==> src/rtl/led_arbiter.sv <==
// led_arbiter: shares the 4-bit LED bank between three requesters, with a minimum-hold guard.
//   Requester 0 has the highest priority. A display-tick prescaler paces blink and chase.
// Latency: a grant lands one cycle after REQ is sampled. Release takes one cycle and leaves
//   exactly one idle cycle. Preemption switches owners directly, with no idle cycle.
// Backpressure: none. REQ is a level request, and a requester keeps it high while it waits.
// Ports: CLK, RST (async, active high), REQ[2:0], MODEn[1:0]/PATn[3:0] per requester,
//   GNT[2:0] (one-hot or zero), LED[3:0], TICK (one-cycle strobe), BUSY (= |GNT).
module led_arbiter #(
  parameter int         TICK_DIV = 25_000_000,
  parameter int         MIN_HOLD = 2,
  parameter logic [3:0] IDLE_PAT = 4'b0000
) (
  input  logic       CLK,
  input  logic       RST,
  input  logic [2:0] REQ,
  input  logic [1:0] MODE0,
  input  logic [1:0] MODE1,
  input  logic [1:0] MODE2,
  input  logic [3:0] PAT0,
  input  logic [3:0] PAT1,
  input  logic [3:0] PAT2,
  output logic [2:0] GNT,
  output logic [3:0] LED,
  output logic       TICK,
  output logic       BUSY
);

  localparam int PW = (TICK_DIV > 1) ? $clog2(TICK_DIV) : 1;
  localparam int HW = (MIN_HOLD > 0) ? $clog2(MIN_HOLD + 1) : 1;
  localparam logic [PW-1:0] PRE_LAST = PW'(TICK_DIV - 1);
  localparam logic [HW-1:0] HOLD_MAX = HW'(MIN_HOLD);

  typedef enum logic {S_IDLE, S_OWN} state_t;

  state_t        state, state_nx;
  logic [PW-1:0] pre_cnt;
  logic [HW-1:0] hold_cnt, hold_nx;
  logic [2:0]    gnt, gnt_nx;
  logic [3:0]    led, led_nx;
  logic [1:0]    lmode, lmode_nx;
  logic [3:0]    lpat, lpat_nx;

  logic [2:0]    higher;
  logic          owner_req;
  logic [2:0]    cand;
  logic [2:0]    new_gnt;
  logic [1:0]    new_mode;
  logic [3:0]    new_pat;
  logic [3:0]    anim;

  // The prescaler free-runs regardless of grant state.
  always_ff @(posedge CLK or posedge RST) begin
    if (RST) begin
      pre_cnt <= '0;
    end else if (pre_cnt == PRE_LAST) begin
      pre_cnt <= '0;
    end else begin
      pre_cnt <= pre_cnt + PW'(1);
    end
  end

  assign TICK = (pre_cnt == PRE_LAST);

  // gnt is one-hot, so gnt-1 masks exactly the bits that have a higher priority than the owner.
  assign higher    = REQ & (gnt - 3'd1);
  assign owner_req = |(REQ & gnt);
  assign cand      = (state == S_IDLE) ? REQ : higher;
  // Isolate the lowest set bit, which is the highest-priority candidate.
  assign new_gnt   = cand & (~cand + 3'd1);

  always_comb begin
    new_mode = 2'b00;
    new_pat  = 4'b0000;
    case (new_gnt)
      3'b001:  begin new_mode = MODE0; new_pat = PAT0; end
      3'b010:  begin new_mode = MODE1; new_pat = PAT1; end
      3'b100:  begin new_mode = MODE2; new_pat = PAT2; end
      default: begin new_mode = 2'b00; new_pat = 4'b0000; end
    endcase
  end

  // Mode 11 is reserved and behaves like static.
  always_comb begin
    anim = led;
    case (lmode)
      2'b01:   anim = led ^ lpat;
      2'b10:   anim = {led[2:0], led[3]};
      default: anim = led;
    endcase
  end

  always_comb begin
    state_nx = state;
    hold_nx  = hold_cnt;
    gnt_nx   = gnt;
    led_nx   = led;
    lmode_nx = lmode;
    lpat_nx  = lpat;
    case (state)
      S_IDLE: begin
        if (|REQ) begin
          state_nx = S_OWN;
          gnt_nx   = new_gnt;
          lmode_nx = new_mode;
          lpat_nx  = new_pat;
          led_nx   = new_pat;
          hold_nx  = '0;
        end else begin
          led_nx = IDLE_PAT;
        end
      end
      S_OWN: begin
        // Release beats preemption, and both beat the tick animation.
        if (!owner_req) begin
          state_nx = S_IDLE;
          gnt_nx   = 3'b000;
          led_nx   = IDLE_PAT;
        end else if ((|higher) && (hold_cnt >= HOLD_MAX)) begin
          gnt_nx   = new_gnt;
          lmode_nx = new_mode;
          lpat_nx  = new_pat;
          led_nx   = new_pat;
          hold_nx  = '0;
        end else if (TICK) begin
          if (hold_cnt != HOLD_MAX) begin
            hold_nx = hold_cnt + HW'(1);
          end
          led_nx = anim;
        end
      end
      default: begin
        state_nx = S_IDLE;
        gnt_nx   = 3'b000;
        led_nx   = IDLE_PAT;
      end
    endcase
  end

  always_ff @(posedge CLK or posedge RST) begin
    if (RST) begin
      state    <= S_IDLE;
      hold_cnt <= '0;
      gnt      <= 3'b000;
      led      <= IDLE_PAT;
      lmode    <= 2'b00;
      lpat     <= 4'b0000;
    end else begin
      state    <= state_nx;
      hold_cnt <= hold_nx;
      gnt      <= gnt_nx;
      led      <= led_nx;
      lmode    <= lmode_nx;
      lpat     <= lpat_nx;
    end
  end

  assign GNT  = gnt;
  assign LED  = led;
  assign BUSY = |gnt;

endmodule

==> config.mk <==
export PLATFORM = sky130hd
export DESIGN_NAME = led_arbiter
export DESIGN_NICKNAME = d
export VERILOG_FILES = /design/src/rtl/led_arbiter.sv
export SDC_FILE = /design/constraint.sdc
export NUM_CORES = 1
export LEC_CHECK = 0
export BUFFER_PORTS_ARGS = -buffer_cell sky130_fd_sc_hd__buf_4
export CAP_MARGIN = 30
export CORE_AREA = 5 5 72 74
export DETAILED_ROUTE_END_ITERATION = 8
export DIE_AREA = 0 0 77 79
export GPL_ROUTABILITY_DRIVEN = 0
export GPL_TIMING_DRIVEN = 0
export PLACE_DENSITY = 0.74
export SYNTH_ARGS = -nofsm -noshare
export SYNTH_HDL_FRONTEND = slang
export SYNTH_SLANG_ARGS = --single-unit
==> constraint.sdc <==
create_clock -name CLK -period 2 [get_ports CLK]
set_input_delay 0.4 -clock CLK [delete_from_list [all_inputs] [get_ports CLK]]
set_output_delay 0.4 -clock CLK [all_outputs]
set_load 0.01 [all_outputs]
Yosys cells after proc, flatten, opt, wreduce, memory -nomap -nowiden:

Cells that the tools add are included.

* output and inout bits: 9
* flip-flop bits (word level): 41
* logic and storage cells: 73

* eq/ne operators: 15
* bitwise logic cells: 6
* add/sub/neg operators: 4
* magnitude comparators: 1
* reductions and logical operators: 9
* muxes and demuxes: 31

Operators with widths (count)
* $mux W4: 7
* $add A25 B1 Y25 const B: 1
* $eq A25 B25 Y1 const B: 1
* $mux W25: 1
* $pmux W4 S2: 3
* $mux W2: 8
* $mux W3: 4
* $pmux W4 S3: 1
* $reduce_or A3 Y1: 4
* $and A3 B3 Y3: 3
* $pmux W2 S2: 2
* $ne A2 B1 Y1 const B: 3
* $ne A3 B2 Y1 const B: 2
* $pmux W2 S3: 1
* $pmux W3 S2: 1
* $ne A5 B2 Y1 const B: 1
* $ne A4 B3 Y1 const B: 1
* $reduce_and A2 Y1: 2
* $reduce_and A4 Y1: 1
* $xor A4 B4 Y4: 1
* $add A3 B1 Y3 const B: 1
* $eq A3 B1 Y1 const B: 1
* $eq A3 B2 Y1 const B: 1
* $eq A3 B3 Y1 const B: 1
* 13 further kinds: 14

Logic depth before layout (Yosys ltp):

Gate-level depths: netlist of run 1.

* depth in word-level cells: 11
* depth in mapped cells: 9
* depth with buffers taken out: 8

Worst setup path before layout of run 1:

OpenSTA, ideal clock, no wires.

* path kind: reg2reg
* from: register gnt[0], in the netlist GNT[0]
* to: register led[0], in the netlist LED[0]
* buffers on the path: 0
* arrival time: 1.852 ns
* library setup time: 0.121 ns
* stages on the path, launching flop included: 9
* required time: 1.879 ns
* setup slack: 0.027 ns
* cells stage by stage: dfrtp_1 inv_1 ha_1 ha_1 nand2b_1 a31oi_1 nand3b_1 o21bai_2 o22a_1

* longest elaborated chain between the ends: 11
* elaborated cells between the ends (all ways): 21
* those cells by class: add/sub: 2; eq/ne: 5; mux: 6; bitwise: 4; reduce/logical: 4

RTL lines
* start: declaration: line 38 `logic [2:0] gnt, gnt_nx;`
* start signal: assignment: line 150 `gnt <= gnt_nx;`
* $sub A3 B1 Y3: line 65 `assign higher = REQ & (gnt - 3'd1);`
* $and A3 B3 Y3: line 65
* $mux W3: line 67 `assign cand = (state == S_IDLE) ? REQ : higher;`
* $not A3 Y3: line 69 `assign new_gnt = cand & (~cand + 3'd1);`
* $add A3 B1 Y3: line 69
* $and A3 B3 Y3: line 69
* $eq A3 B3 Y1, or another cell as far along: line 74 `case (new_gnt)`
* $pmux W4 S3: line 74
* $mux W4: line 118 `end else if ((|higher) && (hold_cnt >= HOLD_MAX)) begin`
* $mux W4: line 114 `if (!owner_req) begin`
* $pmux W4 S2: line 99 `case (state)`
* end signal: assignment: line 151 `led <= led_nx;`
* end: declaration: line 39 `logic [3:0] led, led_nx;`

Several ways; a longest one is shown, not always the timed one.
A chain may end at the register's enable or synchronous reset.

Worst setup path in the final report of run 1:

* from: register pre_cnt[6]
* to: output port TICK

* longest elaborated chain between the ends: 1

RTL lines
* start: declaration: line 36 `logic [PW-1:0] pre_cnt;`
* start signal: assignment: line 58 `pre_cnt <= pre_cnt + PW'(1);`
* $eq A25 B25 Y1: line 62 `assign TICK = (pre_cnt == PRE_LAST);`
* end: declaration: line 24 `output logic TICK,`

Every way passes these cells.

==> results of run 1 <==
[stage by stage]
step / power, uW / hold WS (ps) / worst slack (ps) / setup TNS, ps
after detailed placement: 2125 / 471.1 / -232.0 / -2426
after global routing: 3020 / 355.2 / -227.7 / -398.0
after global placement: 2091 / 464.2 / -202.4 / -1902
after CTS: 2763 / 302.5 / -209.4 / -209.4
final: 2836 / 285.1 / -164.7 / -164.7
after floorplan: 1809 / 449.7 / 26.85 / 0
[cell type report]
class                           instances  area share, %
Buffer                                  4          1.098
Clock buffer                            6          2.547
Sequential cell                        41          36.06
Tap cell                               54          2.372
Inverter                               11          1.449
Multi-Input combinational cell        165          43.21
Clock inverter                          2         0.3513
Timing Repair Buffer                   48          12.91
[synth_stat cells, types with 3 or more instances]
cell                        number
sky130_fd_sc_hd__o2bb2ai_1       3
sky130_fd_sc_hd__mux2i_1         4
sky130_fd_sc_hd__nand4_1         8
sky130_fd_sc_hd__a21oi_1         5
sky130_fd_sc_hd__a21o_1          6
sky130_fd_sc_hd__mux2_2          4
sky130_fd_sc_hd__nand3_1        12
sky130_fd_sc_hd__xnor2_1         7
sky130_fd_sc_hd__o22a_1          4
sky130_fd_sc_hd__nor2_1         33
sky130_fd_sc_hd__nor2b_1         3
sky130_fd_sc_hd__dfrtp_1        41
sky130_fd_sc_hd__o21ai_0         3
sky130_fd_sc_hd__buf_4           3
sky130_fd_sc_hd__nand2_1        12
sky130_fd_sc_hd__ha_1            5
sky130_fd_sc_hd__nand2b_1        4
sky130_fd_sc_hd__and3_1          4
sky130_fd_sc_hd__xor2_1         19
sky130_fd_sc_hd__inv_1          10
sky130_fd_sc_hd__a211oi_1        7
[layer usage]
layer | track usage, % | up-vias | part of all wire (%)
met4 | 6.014 | 0 | 1.5
met5 | 0 | - | 0
met3 | 4.989 | 5 | 2.5
met1 | 24.01 | 917 | 45
met2 | 27.93 | 18 | 51
li1 | - | 885 | -
[sequential cells by signal, summed over array words and instances (netlist names)]
name      cells
pre_cnt      25
lpat          4
hold_cnt      2
lmode         2
GNT           3
state         1
LED           4
[cell usage in the layout, fill, tap and decap left out, types with 5 or more instances in the layout]
cell type,instances
sky130_fd_sc_hd__a211oi_1,6
sky130_fd_sc_hd__a21o_1,6
sky130_fd_sc_hd__a21oi_1,5
sky130_fd_sc_hd__buf_4,46
sky130_fd_sc_hd__clkbuf_8,5
sky130_fd_sc_hd__dfrtp_1,40
sky130_fd_sc_hd__inv_1,8
sky130_fd_sc_hd__nand2_1,12
sky130_fd_sc_hd__nand3_1,12
sky130_fd_sc_hd__nand4_1,8
sky130_fd_sc_hd__nor2_1,32
sky130_fd_sc_hd__xnor2_1,7
sky130_fd_sc_hd__xor2_1,19
[kinds of logic after synthesis]
logic type | share of synthesized area (%)
AO/OA/AOI/OAI | 12.48
XOR/XNOR | 10.28
adder cells (fa/ha/maj) | 2.823
buffers and inverters | 3.275
flip-flops | 46.30
multiplexers | 3.840
AND/OR/NAND/NOR | 21.01
[power breakdown]
group	switching (uW)	internal, uW
logic	616	634
clock network	280	242
registers	103	961
total	1000	1840
[worst paths after layout]
kind | from | endpoint | slack, ps | depth (start not counted)
worst max-delay path | pre_cnt[6]$_DFF_PP0_ | TICK | -160 | 5
worst min-delay path | RST | pre_cnt[23]$_DFF_PP0_ | 290 | 2
worst max register to register | GNT[0]$_DFFE_PP0P_ | LED[1]$_DFFE_PP0P_ | 50 | 8
worst min register to register | lmode[1]$_DFFE_PP0P_ | lmode[1]$_DFFE_PP0P_ | 480 | 1
max in group asynchronous | RST | GNT[0]$_DFFE_PP0P_ | 1120 | 2
min in group CLK | lmode[1]$_DFFE_PP0P_ | lmode[1]$_DFFE_PP0P_ | 480 | 1
[worst max-delay path: stages, from the launching register on]
cell and delay [ps]:
sky130_fd_sc_hd__dfrtp_1 380, sky130_fd_sc_hd__or4_4 560, sky130_fd_sc_hd__nor2_4 130, sky130_fd_sc_hd__and3_4 200, sky130_fd_sc_hd__buf_6 110, sky130_fd_sc_hd__buf_6 90
[timing repair]
| action | in CTS | in global routing |
|---|---|---|
| endpoints found under the setup margin | 16 | 17 |
| buffers inserted | 10 | 7 |
| resized for setup | 13 | 13 |
| pin swaps | 3 | 5 |
| gates cloned | 0 | 0 |
==> impl_summary.md, run 1 <==
Outcome
The run finished, with violations left. The final reports fail on setup timing.

Timing
The minimum period implied by the final worst setup slack is 2165 ps. The final setup skew is 12.54 ps. Across all setup checks in the final design, the least slack found is -164.7 ps. The final setup violation count is 1. Setup repair after global routing could not meet its margin everywhere. The final-report max-slew violation count is 0.

The total count of hold-check failures in the final report is 0. The highest clock frequency the design can meet is 0.4619 GHz. The post-route clock period utilization is 108.2%. Headroom to the max-slew limit came out at 42.24%. The pin slew with the least headroom to its limit is 865.2 ps.

GRT
The first global-routing pass estimated 8631 um of wire. The largest net degree at the start of global routing is 42. The overall routing resource usage is 17.88%.

The number of global-route vias before repair is 1819. Summed over all layers, the global routing overflow is 0. The number of antenna violations at the first check in global routing came to 0.

Routing
For this run, design rule violations remaining after detail routing come to 0. Once detail routing completed, the nets flagged for antenna violations numbered 0. The vias after detailed routing is 1825. Dividing the detail-routed wire length by the instance count gives 15.35 um. The number of detailed-routing iterations run before antenna repair is 4.

The routed design has 5080 um of wire. The via density per instance is 5.514. The detailed router finished its first iteration with 130 violations.

Logic synthesis
Among all flip-flop cells after synthesis, the most frequent one is sky130_fd_sc_hd__dfrtp_1. Each instance of the synthesized netlist takes up on average 9.981 um^2. The post-synthesis cell area is 2216 um^2. The proportion of register bits with asynchronous set or reset after synthesis is 100.0%. The largest total area in the synthesized netlist belongs to sky130_fd_sc_hd__dfrtp_1. Synthesis produced a netlist with a net count of 250. The share of Yosys cell area claimed by the top area cell type is 46.30%. The synthesized netlist contains 41 unique library cells. In this run, synthesis produced a sequential element count of 41. The total of warnings raised by yosys is 0. The proportion of synthesized chip area in sequential cells is 46.30%.

After synthesis, the cell types taking the most area are sky130_fd_sc_hd__dfrtp_1, sky130_fd_sc_hd__xor2_1, sky130_fd_sc_hd__nor2_1. The number of synthesized flops with an enable pin is 0. The cell count after synthesis came out at 222.

Worst setup path
The worst setup path is of the flop to output port kind. Data on the critical path arrives at its endpoint at 1760 ps. The worst setup path is launched from a flop.

The maximum fanout encountered on the critical timing path is 3. The critical path endpoint category is an output port. Data on the critical path is required at its endpoint by 1600 ps.

Clocking
The number of buffers added by the clock tree synthesis step is 5. Clock-pin slew was measured on the worst setup and hold paths at 80 ps. The count of clock tree sinks is 41.

The tree is rooted in a sky130_fd_sc_hd__clkbuf_8. The number of buffers inserted by hold repair at cts is 0. For the worst-skew pair, the clock arrives at the later sink with an insertion delay of 300 ps. The H-tree generated during clock tree synthesis spans 2 levels. The clock passes through at most 2 buffers.

TritonCTS built the clock tree.

Cells and area
The share of cells above drive strength 1 is 30.69%. The number of non-filler instances in the completed layout is 331. Compared with the post-synthesis result, the final layout area differs by 28.57%.

At the end of the flow, the number of nets in the layout was 304. The finished cells cover 2849 um^2. The layout has 354 filler cells. The number of antenna diodes in the final layout is 0. Across the whole layout, storage elements account for 1027 um^2. The area taken by multi-input logic gates is 1231 um^2. Once layout is complete, the utilization of the core stands at 62.81%.

Min path
The type of the worst min-delay path is input port to asynchronous set/reset pin.

Place
Summing all placed instances gives a cell area of 2516 um^2. The number of placed instances, taps included, is 307. Summed over all nets, the half-perimeter wirelength after detailed placement is 3381 um. The count of input and output buffers is 31.

Power
Summed over all cells, the static leakage comes to 0.001374 uW. For this design the ratio of total power to cell area is 995.5 nW/um^2. The maximum ir drop on the vdd rail is 797.2 uV.

Floorplan
The floorplan step set the die height to 79 um. The top-level port count is 32. After floorplanning, the core was divided into 25 placement rows. Measured along the x axis, the die boundary spans 77 um.

The die footprint is 6083 um^2. The effective utilization at floorplan is 48.86%. In this run the standard cell core region covers 4536 um^2.

Job
The number of maximum-capacitance constraint violations is 0.
(Power assumes the default switching activity.)
==> run 2, diff against run 1 <==
--- a/config.mk
+++ b/config.mk
@@ -12,7 +12,9 @@
 export DIE_AREA = 0 0 77 79
 export GPL_ROUTABILITY_DRIVEN = 0
 export GPL_TIMING_DRIVEN = 0
+export MAX_ROUTING_LAYER = met4
 export PLACE_DENSITY = 0.74
+export SKIP_LAST_GASP = 1
 export SYNTH_ARGS = -nofsm -noshare
 export SYNTH_HDL_FRONTEND = slang
 export SYNTH_SLANG_ARGS = --single-unit
==> impl_summary.md, run 2 (synthesis gave the netlist of run 1 again) <==
Power
VDD sags by at most 789.7 uV. Power comes to 2833 uW. The leakage power of the design is 0.001373 uW.

The power density over the cells is 994.5 nW/um^2.

Timing
The total count of hold-check failures in the final report is 0. The final setup violation count is 1. The highest clock frequency the design can meet is 0.4618 GHz. The final-report max-slew violation count is 0. The minimum period implied by the final worst setup slack is 2165 ps. The final setup skew is 11.18 ps. The relative slew slack is 43.74%. At the pin with the least slew margin, the transition time is 842.6 ps. After layout, the worst setup slack is -165.3 ps. The worst path uses 108.3% of the clock period. Setup repair after global routing could not meet its margin everywhere.

Floorplan
In this run the core area contains 25 standard-cell rows. The vertical die dimension is 79 um. The die is 77 um wide. The floorplan step defined a core boundary enclosing 4536 um^2. Once the floorplan was initialized, standard cells occupied 48.86% of the core. The die covers 6083 um^2. For this design the top-level I/O count stands at 32.

Clocking
The source-to-sink clock delay at the later pin of the worst-skew pair is 300 ps. CTS saw 41 sinks. Clock-pin slew was measured on the worst setup and hold paths at 80 ps. The number of buffers added by the clock tree synthesis step is 5. In this run, post-CTS hold repair placed 0 buffers. Counting along the longest clock path gives a buffer depth of 2.

TritonCTS built the clock tree. The number of H-tree branching levels is 2. The root cell of the clock tree is sky130_fd_sc_hd__clkbuf_8.

Worst setup path
The delay of the slowest cell on the worst path is 560 ps. The origin of the worst setup path is pre_cnt[6]$_DFF_PP0_. The cell with the most instances on the worst path is sky130_fd_sc_hd__buf_6. The number of buffer and inverter instances along the worst setup path is 2.

The critical path in this run is classified as flop to output port. In this run the worst path has a maximum fanout of 3. The startpoint of the lowest-slack register-to-register path is GNT[0]$_DFFE_PP0P_. The slowest library cell on the worst path is sky130_fd_sc_hd__or4_4. At the worst endpoint, the arrival time is 1770 ps. The critical path endpoint category is an output port.

Traced cell by cell, the critical path runs through or4_4, nor2_4, and3_4, buf_6, buf_6. The dominant delay contributor by cell family on the critical path is simple AND/OR/NAND/NOR gates. Measured in cells, the most critical reg-to-reg path has a length of 8. Counting buffers and inverters, the worst setup path is 5 cells deep. The category of the worst setup path launch point is a flop. The data required time of the critical path is 1600 ps.

Routing
After detailed routing, the number of vias per cell comes to 5.502. Summed over all layers, the routed wires come to 5052 um. The number of detailed-routing iterations run before antenna repair is 4. The number of nets with antenna violations after detailed routing is 0. For this block, the via count after detailed routing is 1821.

The final routed DRC violation total is 0. The post-detailed-route wirelength per cell is 15.26 um. For this block, the initial DRC count from the detailed router was 98.

Cells and area
The count of antenna diodes in the layout is 0. The register bank with the most flops is pre_cnt. The number of flip-flops under the largest register name is 25. Leaving out fill and tap cells, the most frequent cell in the layout is sky130_fd_sc_hd__buf_4. The top cell types in the final layout, fill and taps aside, are sky130_fd_sc_hd__buf_4, sky130_fd_sc_hd__dfrtp_1, sky130_fd_sc_hd__nor2_1, sky130_fd_sc_hd__xor2_1.

For this run, the post-layout net count is 304. The signed area change from the synthesized netlist to the final layout is 28.57%. The layout filler cell count is 351.

The share of cells above drive strength 1 is 30.69%. The post-route cell area is 2849 um^2. The multi-input combinational cells in the finished layout cover a total of 1231 um^2. Summing all flip-flop and latch instances after layout gives 1027 um^2.

Outcome
The run finished, with violations left. The checks that failed: setup timing.

GRT
The largest net degree at the start of global routing is 42. The first global-routing pass estimated 8618 um of wire. The number of global-route vias before repair is 1819. The number of antenna violations at the first check in global routing is 0.

Global routing used 18.32% of the available tracks. For this run the aggregate overflow at the end of global routing stands at 0.

Place
The total cell area at the placement stage is 2516 um^2. The count of input and output buffers is 31. The detailed placer's ending HPWL is 3381 um.

Job
The number of maximum-capacitance constraint violations is 0.

Min path
The type of the worst min-delay path is input port to asynchronous set/reset pin.
-- run 2: stage by stage --
stage / utilization (%) / TNS [ps] / hold WS [ps] / worst slack, ps / std cells
global placement: 55.48 / -1902 / 464.2 / -202.4 / 307
detailed placement: 55.48 / -2426 / 471.1 / -232.0 / 307
finish: 62.81 / -165.3 / 277.6 / -165.3 / 331
floorplan: - / 0 / 449.7 / 26.85 / 222
global route: 62.81 / -368.7 / 354.9 / -227.7 / 331
CTS: 60.22 / -240.8 / 302.5 / -223.2 / 325
-- run 2: metal layers --
| metal | global-route usage (%) | part of all wire [%] | wire, um |
|---|---|---|---|
| met1 | 23.94 | 45 | 2258 |
| met5 | - | 0 | 0 |
| met3 | 4.875 | 2.9 | 148 |
| met4 | 6.529 | 1.7 | 84 |
| met2 | 27.67 | 51 | 2560 |
-- run 2: final timing paths --
| path | end | slack (ps) |
|---|---|---|
| setup / recovery | TICK | -170 |
| min in group CLK | pre_cnt[0]$_DFF_PP0_ | 490 |
| hold / removal | pre_cnt[23]$_DFF_PP0_ | 280 |
| setup reg to reg | LED[1]$_DFFE_PP0P_ | 40 |
| hold reg to reg | pre_cnt[0]$_DFF_PP0_ | 490 |
| max in group asynchronous | GNT[0]$_DFFE_PP0P_ | 1140 |
-- run 2: report_power, final --
group / total [uW] / switching [uW] / internal [uW]
Clock: 522 / 280 / 242
Combinational: 1250 / 617 / 632
Sequential: 1060 / 102 / 961
-- run 2: what timing repair did --
item / in CTS / in global routing
endpoints found under the hold margin: 0 / 0
endpoints found under the setup margin: 16 / 19
pin swaps: 3 / 5
resized for setup: 11 / 14
gates cloned: 0 / 0
setup buffers: 10 / 7
-- run 2: area by class of cell --
type / instances / share of cell area [%]
multi-input cells: 165 / 43.21
well taps: 54 / 2.372
clock inverters: 2 / 0.3513
flip-flops and latches: 41 / 36.06
clock buffers: 6 / 2.547
plain buffers: 4 / 1.098
repair buffers: 48 / 12.91
inverters: 11 / 1.449
==> run 3, diff against run 2 <==
--- a/config.mk
+++ b/config.mk
@@ -7,13 +7,16 @@
 export LEC_CHECK = 0
 export BUFFER_PORTS_ARGS = -buffer_cell sky130_fd_sc_hd__buf_4
 export CAP_MARGIN = 30
-export CORE_AREA = 5 5 72 74
+export CELL_PAD_IN_SITES_DETAIL_PLACEMENT = 1
+export CELL_PAD_IN_SITES_GLOBAL_PLACEMENT = 1
+export CORE_AREA = 5 5 81 83
+export CTS_CLUSTER_DIAMETER = 50
 export DETAILED_ROUTE_END_ITERATION = 8
-export DIE_AREA = 0 0 77 79
+export DIE_AREA = 0 0 86 88
 export GPL_ROUTABILITY_DRIVEN = 0
 export GPL_TIMING_DRIVEN = 0
 export MAX_ROUTING_LAYER = met4
-export PLACE_DENSITY = 0.74
+export PLACE_DENSITY_LB_ADDON = 0.1
 export SKIP_LAST_GASP = 1
 export SYNTH_ARGS = -nofsm -noshare
 export SYNTH_HDL_FRONTEND = slang
==> impl_summary.md, run 3 (synthesis gave the netlist of run 1 again) <==
Routing
After detailed routing, the number of vias per cell comes to 5.159. For this block, the routed nets add up to 5754 um of wire. The vias after detailed routing is 1847.

The final routed DRC violation total is 0. The number of nets with antenna violations after detailed routing is 0. The violation count after the first detailed-route iteration is 46. The first detailed-routing pass ran for 4 iterations. Dividing the detail-routed wire length by the instance count gives 16.07 um.

GRT
The remaining global-route overflow is 0. Global routing used 16.34% of the available tracks across all layers. The number of global-route vias before repair is 1848. The largest net degree at the start of global routing is 29. The number of antenna violations at the first check in global routing is 0. The global-route wire length before repair is 9266 um.

Cells and area
The share of cells above drive strength 1 is 33.22%. The post-route cell area is 2988 um^2. The count of antenna diodes in the layout is 0.

After the flow finishes, the layout carries non-filler instances totaling 358. Ranked by flip-flop count, first place goes to pre_cnt. The area growth from synthesis to layout is 34.84%. The library cell used most frequently in the layout, excluding fill and tap cells, is sky130_fd_sc_hd__buf_4. The final layout contains 310 nets. The number of flip-flops under the largest register name is 25.

In the layout the commonest cells are sky130_fd_sc_hd__buf_4, sky130_fd_sc_hd__dfrtp_1, sky130_fd_sc_hd__nor2_1, sky130_fd_sc_hd__xor2_1.

Power
The maximum ir drop on the vdd rail is 685.0 uV. Summed over all cells, the static leakage comes to 0.001420 uW. The total power of the final layout is 3167 uW. In this run the power spent charging and discharging nets is 1078 uW. The power density over the cells is 1060 nW/um^2.

The clock network power share is 22.8%. The internal portion of the total power is 2089 uW. The part of the total power dissipated in sequential elements is 33.5%. Net switching is 34.03% of the power. Combinational logic burns 43.7% of the power.

Worst setup path
STA classifies the critical path startpoint as a flop. The signal on the critical path passes through or4_4, nor2_4, and3_4, buf_8, buf_6. The slowest library cell on the worst path is sky130_fd_sc_hd__or4_4.

The dominant delay contributor by cell family on the critical path is simple AND/OR/NAND/NOR gates. The worst setup path is of the flop to output port kind. The data arrival time of the critical path is 1810 ps. The critical path endpoint category is an output port.

The data required time of the critical path is 1600 ps. Counting both buffers and inverters, the worst setup path holds a total of 2. The delay of the slowest cell on the worst path is 570 ps. In this run the worst path has a maximum fanout of 2.

Place
The count of input and output buffers is 31. The detailed placer's ending HPWL is 3969 um. The total cell area at the placement stage is 2562 um^2.

After detailed placement, the design holds a cell count of 329.

Job
The number of maximum-capacitance constraint violations is 0.

Timing
The post-route clock period utilization is 110.5%. The minimum period implied by the final worst setup slack is 2210 ps. The final setup violation count is 1.

The worst-case setup margin in the final layout is -210.3 ps. The final-report max-slew violation count came to 0. In this run the tightest slew margin relative to its limit is 63.46%.

For this run, the top clock speed supported by timing is 0.4524 GHz. The final setup skew is 4.643 ps. The total count of hold-check failures in the final report was 0.

Setup repair after global routing could not meet its margin everywhere. For the pin with the worst max-slew slack, the measured transition is 545.2 ps. The post-route setup TNS is -210.3 ps.

Clocking
The number of buffers added by the clock tree synthesis step is 5. The number of H-tree branching levels is 2. The root cell of the clock tree is sky130_fd_sc_hd__clkbuf_8. The clock tree from TritonCTS is yes.

Counting every sink on the clock net gives 41. The source-to-sink clock delay at the later pin of the worst-skew pair is 300 ps. Counting along the longest clock path gives a buffer depth of 2. The clock-pin slew on the worst setup and hold paths is 80 ps. For this design, the CTS-stage hold fixing added 0 buffers.

Min path
The min-delay analysis places its worst path in the category input port to asynchronous set/reset pin.

Floorplan
Pin placement for this block handled 32 I/O pins. The effective utilization at floorplan is 38.33%. The die covers 7568 um^2.

The floorplan step defined a core boundary enclosing 5781 um^2. The vertical die dimension is 88 um. The initialized floorplan defines 28 standard-cell rows. The floorplan step set the die width to 86 um.

Outcome
The final reports fail on setup timing. The flow ran to the end, but the final reports show violations.
[run 3: per-layer routing]
layer / global-route usage [%] / routed length, um / up-vias
met3: 3.951 / 145 / 7
li1: - / - / 898
met1: 22.32 / 2759 / 926
met4: 3.885 / 59 / 0
met2: 24.46 / 2790 / 16
met5: - / 0 / -
[run 3: timing repair]
action	4_1_cts	5_1_grt
resized for setup	16	17
setup endpoints to repair	19	15
buffers inserted	10	14
pin swaps	4	7
[run 3: metrics by stage]
stage / utilization, % / worst slack [ps] / hold WS (ps)
global placement: 43.98 / -283.1 / 462.1
CTS: 49.00 / -273.2 / 55.96
detailed placement: 44.33 / -286.5 / 390.7
finish: 51.69 / -210.3 / 54.54
global route: 51.69 / -281.0 / 63.79
floorplan: - / 26.85 / 449.7
[run 3: final timing paths]
path                       cells past startpoint  slack (ps)                  from                    end
min                                            2          50                   RST  pre_cnt[17]$_DFF_PP0_
max reg2reg                                    8          10    GNT[0]$_DFFE_PP0P_     LED[1]$_DFFE_PP0P_
min reg2reg                                    1         490  lmode[0]$_DFFE_PP0P_   lmode[0]$_DFFE_PP0P_
min in group CLK                               3         470                REQ[1]        state$_DFF_PP0_
max                                            5        -210  pre_cnt[8]$_DFF_PP0_                   TICK
max in group asynchronous                      3        1470                   RST     GNT[0]$_DFFE_PP0P_
[run 3: power by group through the flow]
stage | combinational, uW | sequential, uW | clock (uW)
5_1_grt | 1510 | 1080 | 777
2_1_floorplan | 721 | 1090 | 0
3_3_place_gp | 1050 | 1090 | 0
3_5_place_dp | 1080 | 1090 | 0
6_report | 1390 | 1060 | 721
4_1_cts | 1200 | 1060 | 735
[run 3: final cells by class]
cell class                      instances  area [um^2]
Fill cell                             676         2793
Multi-Input combinational cell        165         1230
Sequential cell                        41         1027
Timing Repair Buffer                   54        440.4
Tap cell                               75        93.84
Clock buffer                            6        82.58
Inverter                               11        41.29
Clock inverter                          2        37.54
Buffer                                  4        35.03
